<file path="src/rtl/lbdr_input_fifo.sv">
// rtl/lbdr_input_fifo.sv - FWFT input flit FIFO with read-side packet framing for LBDR route compute
// Optional protocol-error flag enabled by defining LBDR_FIFO_PROTO_CHECK_EN.
`ifndef HEADER
`define HEADER  3'b001
`endif
`ifndef PAYLOAD
`define PAYLOAD 3'b010
`endif
`ifndef TAIL
`define TAIL    3'b100
`endif

module lbdr_input_fifo #(
    parameter int DATA_WIDTH = 32,
    parameter int DEPTH      = 4,
    parameter int PTR_W      = $clog2(DEPTH)
) (
    input  logic                  clk,
    input  logic                  rst,
    input  logic                  wr_en,
    input  logic [DATA_WIDTH-1:0] wr_data,
    input  logic                  rd_en,
    output logic [DATA_WIDTH-1:0] rd_data,
    output logic                  empty,
    output logic                  full,
    output logic [PTR_W:0]        count,
    output logic [2:0]            flit_id,
    output logic [3:0]            dst_addr,
    output logic                  pkt_active
`ifdef LBDR_FIFO_PROTO_CHECK_EN
    ,
    output logic                  proto_err
`endif
);

    typedef enum logic {
        IDLE   = 1'b0,
        ACTIVE = 1'b1
    } state_t;

    localparam logic [PTR_W:0] FULL_CNT = (PTR_W+1)'(DEPTH);

    logic [DATA_WIDTH-1:0] mem [DEPTH];
    logic [PTR_W-1:0]      wr_ptr;
    logic [PTR_W-1:0]      rd_ptr;
    logic                  wr_ok;
    logic                  rd_ok;
    state_t                state_q;
    state_t                state_d;
    logic [3:0]            dst_q;
    logic [3:0]            dst_d;

    assign empty   = (count == '0);
    assign full    = (count == FULL_CNT);
    // A full FIFO can still take a write when the head is popped in the same cycle.
    assign wr_ok   = wr_en && (!full || rd_en);
    assign rd_ok   = rd_en && !empty;

    assign rd_data    = mem[rd_ptr];
    assign flit_id    = rd_data[DATA_WIDTH-1 -: 3];
    assign dst_addr   = (flit_id == `HEADER) ? rd_data[3:0] : dst_q;
    assign pkt_active = (state_q == ACTIVE);

    always_ff @(posedge clk) begin
        if (!rst && wr_ok) begin
            mem[wr_ptr] <= wr_data;
        end
    end

    always_ff @(posedge clk) begin
        if (rst) begin
            wr_ptr  <= '0;
            rd_ptr  <= '0;
            count   <= '0;
            state_q <= IDLE;
            dst_q   <= '0;
        end else begin
            if (wr_ok) begin
                wr_ptr <= wr_ptr + PTR_W'(1);
            end
            if (rd_ok) begin
                rd_ptr <= rd_ptr + PTR_W'(1);
            end
            if (wr_ok && !rd_ok) begin
                count <= count + (PTR_W+1)'(1);
            end else if (rd_ok && !wr_ok) begin
                count <= count - (PTR_W+1)'(1);
            end
            state_q <= state_d;
            dst_q   <= dst_d;
        end
    end

`ifdef LBDR_FIFO_PROTO_CHECK_EN
    logic pop_err;
`endif

    always_comb begin
        state_d = state_q;
        dst_d   = dst_q;
`ifdef LBDR_FIFO_PROTO_CHECK_EN
        pop_err = 1'b0;
`endif
        if (rd_ok) begin
            case (state_q)
                IDLE: begin
                    if (flit_id == `HEADER) begin
                        state_d = ACTIVE;
                        dst_d   = rd_data[3:0];
                    end
`ifdef LBDR_FIFO_PROTO_CHECK_EN
                    else if (flit_id == `PAYLOAD || flit_id == `TAIL) begin
                        pop_err = 1'b1;
                    end
`endif
                end
                ACTIVE: begin
                    if (flit_id == `TAIL) begin
                        state_d = IDLE;
                    end else if (flit_id == `HEADER) begin
                        dst_d   = rd_data[3:0];
`ifdef LBDR_FIFO_PROTO_CHECK_EN
                        pop_err = 1'b1;
`endif
                    end
                end
                default: state_d = IDLE;
            endcase
        end
    end

`ifdef LBDR_FIFO_PROTO_CHECK_EN
    always_ff @(posedge clk) begin
        if (rst) begin
            proto_err <= 1'b0;
        end else if (pop_err || (wr_en && full && !rd_en) || (rd_en && empty)) begin
            proto_err <= 1'b1;
        end
    end
`endif

endmodule

</file>
<file path="config.mk">
export PLATFORM = sky130hd
export DESIGN_NAME = lbdr_input_fifo
export DESIGN_NICKNAME = d
export VERILOG_FILES = /design/src/rtl/lbdr_input_fifo.sv
export SDC_FILE = /design/constraint.sdc
export NUM_CORES = 1
export LEC_CHECK = 0
export ABC_AREA = 1
export CELL_PAD_IN_SITES_DETAIL_PLACEMENT = 1
export CELL_PAD_IN_SITES_GLOBAL_PLACEMENT = 1
export CORE_UTILIZATION = 43
export DETAILED_ROUTE_END_ITERATION = 10
export GPL_TIMING_DRIVEN = 0
export PLACE_DENSITY_LB_ADDON = 0.15
export SLEW_MARGIN = 20
export SYNTH_ARGS = -nofsm -noshare
export SYNTH_HDL_FRONTEND = slang
export SYNTH_SLANG_ARGS = --single-unit
export TNS_END_PERCENT = 50
</file>
<file path="constraint.sdc">
create_clock -name clk -period 3.91 [get_ports clk]
set_input_delay 0.782 -clock clk [delete_from_list [all_inputs] [get_ports clk]]
set_output_delay 0.782 -clock clk [all_outputs]
set_load 0.01 [all_outputs]
</file>
==> results.md <==
- Outcome: finished, final reports clean
- Residual DRC: 0
- H-tree depth reported by CTS: 4
- Postcts setup bufs: 0
- Start point of the worst hold path: rd_ptr[1]
- Number of synthesized flops with an enable pin: 128
- Fill cell instance count of the final layout: about 1300
- Clock slew at the register clock pins of the worst setup and hold paths: around 60 ps
- RSZ-0062 raised after global routing: no
- Routed vias/inst: just over 5
- Number of stages on the worst hold path: 2
- Maximum number of pins on one net before global-route repair: 22
- Top flip-flop cell by instance count after synthesis: sky130_fd_sc_hd__edfxtp_1
- Final Critical Period: around 3500 ps
- Total count of hold-check failures in the final report: 0
- Count of state elements after synthesis: roughly 140
- Initial DRT Pass Iterations: 4
- Cell types with the highest counts after synthesis: sky130_fd_sc_hd__edfxtp_1, sky130_fd_sc_hd__nor2_1, sky130_fd_sc_hd__nand2_1, sky130_fd_sc_hd__o21ai_0, sky130_fd_sc_hd__inv_1
- Largest clock skew in the final design: between 5 and 6 ps
- Floorplan Core Area: roughly 13000 µm²
- Period utilization: around nine tenths
- Total routing resource utilization after global routing: between 20% and 30%
- GP Congestion: ~0.69
- Hold/Removal Path Class: flip-flop to flip-flop
- Combinational group share of total power: between 20 and 30%
- Start-to-end type of the worst setup path: flip-flop to output port
- Endpoint arrival time on the critical path: approximately 2700 ps
- Final Routed Wirelength: 13.80 mm
- Count of pins over their slew limit: 0
- Vias post-DR: 3794
- Depth of the most critical reg-to-reg path: 7
- Sequential cell fraction of total power: a little over a third
- Library cell with the largest summed area after synthesis: sky130_fd_sc_hd__edfxtp_1
- Critical Path End Type: output port
- Worst skew pair latency: 420 ps
- IO Port Bufs: 80
- Total inserted antenna cells: 0
- Synthesized area: approximately 5600 µm²
- Clock tree from TritonCTS: built
- Number of clock sinks seen by CTS: 142
- Number of distinct library cells after synthesis: 25
- First-pass GRT wire length: approximately 22 mm
- Mean instance size in the synthesized netlist: ~12 µm²
- Maximum count of clock buffers along a single path: 2
- Vertical die dimension: 116.5 µm
- Post-route core utilization: approximately three fifths
- Number of nets still failing antenna checks after routing: 0
- Initial core utilization: 44.31%
- Clock network fraction of total power: between 30% and 40%
- Post-DP Area: between 6000 and 7000 µm²
- Element type at the critical path start: flip-flop
- Root buf cell: sky130_fd_sc_hd__clkbuf_16
- Ys async rst share: 0%
- Leakage Power: around 2.7 nW
- Fraction of final layout cells sized beyond drive strength 1: about a tenth
- Die Wd: about 120 µm
- Proportion of netlist area held by the largest area contributor: 68.19%
- Number of standard cells after synthesis: between 400 and 500
- Floorplan die area: roughly 14000 µm²
- Nets@finish: between 500 and 600
- Actual slew at the worst max-slew pin: approximately 740 ps
- Capturing point of the worst reg2reg path: mem[3][27]
- Net switching power: around 0.0014 W
- Share of synthesized area occupied by flip-flops and latches: between 70% and 80%
- Count of routing violations after the opening detailed-route iteration: between 150 and 200
- Gates resized, CTS repair: 0
- Most repeated cell in the gate-level netlist after synthesis: sky130_fd_sc_hd__edfxtp_1
- Remaining max-slew budget at the tightest pin: approximately 50%
- IO Pins: 81
- Highest net fanout along the worst path: 10
- Internal: approximately 0.0035 W
- Flop-to-flop setup slack: ~1700 ps
- PD cells: about 670 nW/µm²
- Congestion Overflow GR: 0
- Area added between synthesis and finish: 31.92%
- WP data required: approximately 3100 ps
- Number of standard-cell rows in the floorplan: just over 40
- Post-Syn Nets: 496
- Total of warnings raised by yosys: 0
- Endpoint of the worst hold path: rd_ptr[1]
- Post-CTS Hold Buffers: 0
- Final count of negative-setup-slack endpoints: 0
- Wire length per cell after detailed routing: around 19 µm
- Achievable frequency: 0.2859 GHz
- Biggest area contributors in the synthesized netlist: sky130_fd_sc_hd__edfxtp_1, sky130_fd_sc_hd__o21ai_0, sky130_fd_sc_hd__dfxtp_1
- Placed wire-length estimate: a little under 9 mm
- Worst reg2reg path startpoint: count[0]
- Antenna violations before repair: 0
- Max-cap check violation count: 0
- TritonCTS Buffers: 17
- Max IR drop VDD: approximately 0.4 mV
- Final instance area: between 7000 and 8000 µm²
- Fraction of power spent switching nets: 28.81%
- Vias in the first global route: 4142
-- routing by layer --
| layer | global-route usage (%) | share of wire [%] | vias up |
|---|---|---|---|
| met1 | 26.56 | 43 | 1889 |
| met2 | 38.66 | 52 | 79 |
| met5 | 0 | 0 | - |
| met3 | 4.567 | 3.5 | 20 |
| li1 | - | - | 1806 |
| met4 | 9.744 | 1.9 | 0 |
-- through the flow --
step / setup TNS, ps / worst slack, ps / instances / hold slack, ps / total power [W]
4_1_cts: 0 / 425.2 / 742 / 471.2 / 0.005029
3_5_place_dp: 0 / 899.1 / 710 / 460.7 / 0.003228
3_3_place_gp: -78690 / -714.2 / 706 / 451.6 / 0.003166
5_1_grt: 0 / 298.9 / 742 / 494.1 / 0.005203
2_1_floorplan: 0 / 1011 / 454 / 436.4 / 0.002530
6_report: 0 / 411.9 / 742 / 465.3 / 0.004986
-- sequential cells by signal (all words and copies together) (netlist names), named ones only --
name / flops
count: 3
wr_ptr: 2
pkt_active: 1
mem: 128
rd_ptr: 2
dst_q: 4
-- critical path, stage by stage (launching register included) --
cell and delay, ps:
sky130_fd_sc_hd__dfxtp_1 340, sky130_fd_sc_hd__inv_2 170, sky130_fd_sc_hd__buf_2 290, sky130_fd_sc_hd__buf_1 510
sky130_fd_sc_hd__nor2_1 100, sky130_fd_sc_hd__o22ai_1 280, sky130_fd_sc_hd__clkdlybuf4s50_1 590
-- worst max-delay path by stage --
stage | from | endpoint | slack, ps
finish | flip-flop | rd_data[20] | 410
global route | flip-flop | rd_data[11] | 300
CTS | flip-flop | rd_data[22] | 430
detailed placement | rd_en | mem[3][27] | 900
global placement | rd_en | mem[3][27] | -710
floorplan | rd_en | mem[0][0] | 1010
-- power groups by stage --
stage	Clock, W	Combinational (W)	Sequential (W)
floorplan	0	0.000689	0.00184
global placement	0	0.00132	0.00184
global route	0.00187	0.00151	0.00182
CTS	0.00181	0.00140	0.00181
finish	0.00179	0.00138	0.00181
detailed placement	0	0.00138	0.00184
-- cell type report --
cell class                 count  area [µm²]  share of cell area, %
sequential                   142        4124                  55.46
multi-input combinational    251        1279                  17.20
timing repair buffer          84       903.4                  12.15
clock buffer                  18       429.2                  5.772
clock inverter                14       221.5                  2.978
tap                          172       215.2                  2.894
inverter                      38       142.6                  1.918
buffer                        23       121.4                  1.632
-- cell usage in the layout (no fill, tap or decap), types with 3 or more instances in the layout --
master / Yosys / final
sky130_fd_sc_hd__clkbuf_1: 13 / 14
sky130_fd_sc_hd__nor2_4: 0 / 4
sky130_fd_sc_hd__o21ai_0: 57 / 57
sky130_fd_sc_hd__nand2_1: 59 / 59
sky130_fd_sc_hd__bufinv_16: 0 / 6
sky130_fd_sc_hd__buf_16: 0 / 3
sky130_fd_sc_hd__clkinv_1: 0 / 3
sky130_fd_sc_hd__nor2_1: 68 / 64
sky130_fd_sc_hd__clkbuf_16: 0 / 17
sky130_fd_sc_hd__o22ai_1: 25 / 25
sky130_fd_sc_hd__buf_4: 5 / 5
sky130_fd_sc_hd__nand4_1: 4 / 4
sky130_fd_sc_hd__inv_1: 36 / 36
sky130_fd_sc_hd__ha_1: 5 / 5
sky130_fd_sc_hd__a21oi_1: 8 / 8
sky130_fd_sc_hd__clkdlybuf4s50_1: 0 / 80
sky130_fd_sc_hd__nand3_1: 11 / 11
sky130_fd_sc_hd__dfxtp_1: 14 / 14
sky130_fd_sc_hd__clkinv_2: 0 / 3
sky130_fd_sc_hd__nand3_2: 4 / 4
sky130_fd_sc_hd__edfxtp_1: 128 / 128
-- cell families after synthesis --
kind of cell / Yosys count / share of synthesized area [%]
compound gates: 91 / 8.835
buf+inv: 61 / 4.684
xor+xnor: 1 / 0.1554
flops: 142 / 73.16
fa+ha+maj: 6 / 1.465
simple gates: 153 / 11.70
(Power assumes the default switching activity.)
==> variant, RTL diff (same flow settings) <==
`DEPTH`: 4 -> 2.
--- a/src/rtl/lbdr_input_fifo.sv
+++ b/src/rtl/lbdr_input_fifo.sv
@@ -14,3 +14,3 @@
     parameter int DATA_WIDTH = 32,
-    parameter int DEPTH      = 4,
+    parameter int DEPTH      = 2,
     parameter int PTR_W      = $clog2(DEPTH)
Interface: changed (resized count); port bits go from 81 to 80. No check against the original RTL was run, so the function may have changed too.
==> variant against the original RTL <==
Cell area fell by 45%. Count of clock-buffer cells in the layout fell by 8. Worst setup slack gained 0.73 ns. Sequential cell count decreased by 68. Area after synthesis is 47% lower. Highest routed layer unchanged. Maximum frequency increased by 26%. Global-route usage is 1.8 points lower. Routed wire length decreased by 51%. Power shrank 58%. Utilization increased by 4.7 points. Critical endpoint is now rd_data[7]. Largest cell class unchanged.
==> variant: results (changes against the original RTL) <==
- Inst Count DP: 418 (-41%)
- TritonCTS buffer count: 9 (-8)
- Lkg Pwr: 0.001635 uW (-39%)
- Initial DRC count: 69 (-62%)
- P_comb: 603 uW (-56%)
- First-pass GRT wire length: 10.84 mm (-50%)
- Largest register FFs: 64 (-50%)
- Pwr Total: 2103 uW (-58%)
- Clock buffers: 10 (-8)
- Netlist cell types: 19 (-24%)
- Inverters: 18 (-53%)
- Clk tree area frac: 4.482% (-4.3 points)
- H-Tree Depth: 3 (-1)
- Hold Crit Depth: 1 (-1)
- Later-pin clock latency in the skew report: 0.35 ns (-0.07 ns)
- Worst slew margin: 48.60% (-1.9 points)
- DR vias: 2127 (-44%)
- Clk slew on worst S/H paths: 0.08 ns (+0.02 ns)
- Multi-In Gates: 156 (-38%)
- Worst VDD drop: 330.5 uV (-16%)
- Layout cell share with drive strength beyond 1: 13.48% (+3.7 points)
- Register area: 2122 um2 (-49%)
- RR Startpoint: count[1]
- CP peak stage delay: 0.54 ns (-0.05 ns)
- Buffers, non-clock: 93 (-13%)
- Xor/xnor share of the synthesized area: 0% (-0.16 points)
- CP Capture Point: rd_data[7]
- Non-filler cells, final: 433 (-42%)
- Sequential share of power: 44.6% (+8.2 points)
- Routed Wire Length: 6.807 mm (-51%)
- Buffering overhead: 22.62% (+8.8 points)
- # port buffers: 79 (-1.3%)
- Adder-Cell Fraction of Synth Area: 0.4223% (-1.0 points)
- Worst Clk Skew: 0.01232 ns (+0.006994 ns)
- Most area-consuming cells after synthesis: edfxtp_1, nand2_1, dfxtp_1, inv_1, nand2_2
- Filler instances: 673 (-50%)
- Syn avg cell area: 11.48 um2 (-7.5%)
- Dpl hpwl: 5.023 mm (-43%)
- Multi-input combinational area share: 17.01% (-0.18 points)
- Largest net degree at the start of global routing: 18 (-18%)
- Vias in the first global route: 2290 (-45%)
- Critical path data arrival time: 1.98 ns (-0.74 ns)
- Status: completed
- Worst R2R Setup Slack: 1.93 ns (+0.25 ns)
- Post-synth EDFFs: 64 (-50%)
variant: changes by cell type after synthesis, sizes merged, moves of 2 or more:
cell	unedited run	this run
a21oi	8	6
clkbuf	13	0
dfxtp	14	10
edfxtp	128	64
ha	5	1
inv	38	18
nand2	63	121
nand3	16	1
nor2	68	17
o21ai	58	5
o22ai	25	0
variant: stage by stage:
stage / setup slack [ns] / hold slack [ns] / cell area [um2] / setup TNS [ns]
after floorplan: 0.2963 / 0.4256 / 2963 / 0
after global placement: -1.431 / 0.4355 / 3850 / -52.57
after detailed placement: 1.068 / 0.4582 / 3920 / 0
after CTS: 1.131 / 0.4663 / 4104 / 0
after global routing: 1.052 / 0.5139 / 4104 / 0
final: 1.144 / 0.4735 / 4104 / 0
variant: metal layers:
layer  GRT usage [%]  up-vias  wire length (um)
met3           5.253       13               287
li1                -     1035                 -
met4           8.937        0               125
met2           36.22       60              3642
met1           23.10     1019              2752
met5               0        -                 0
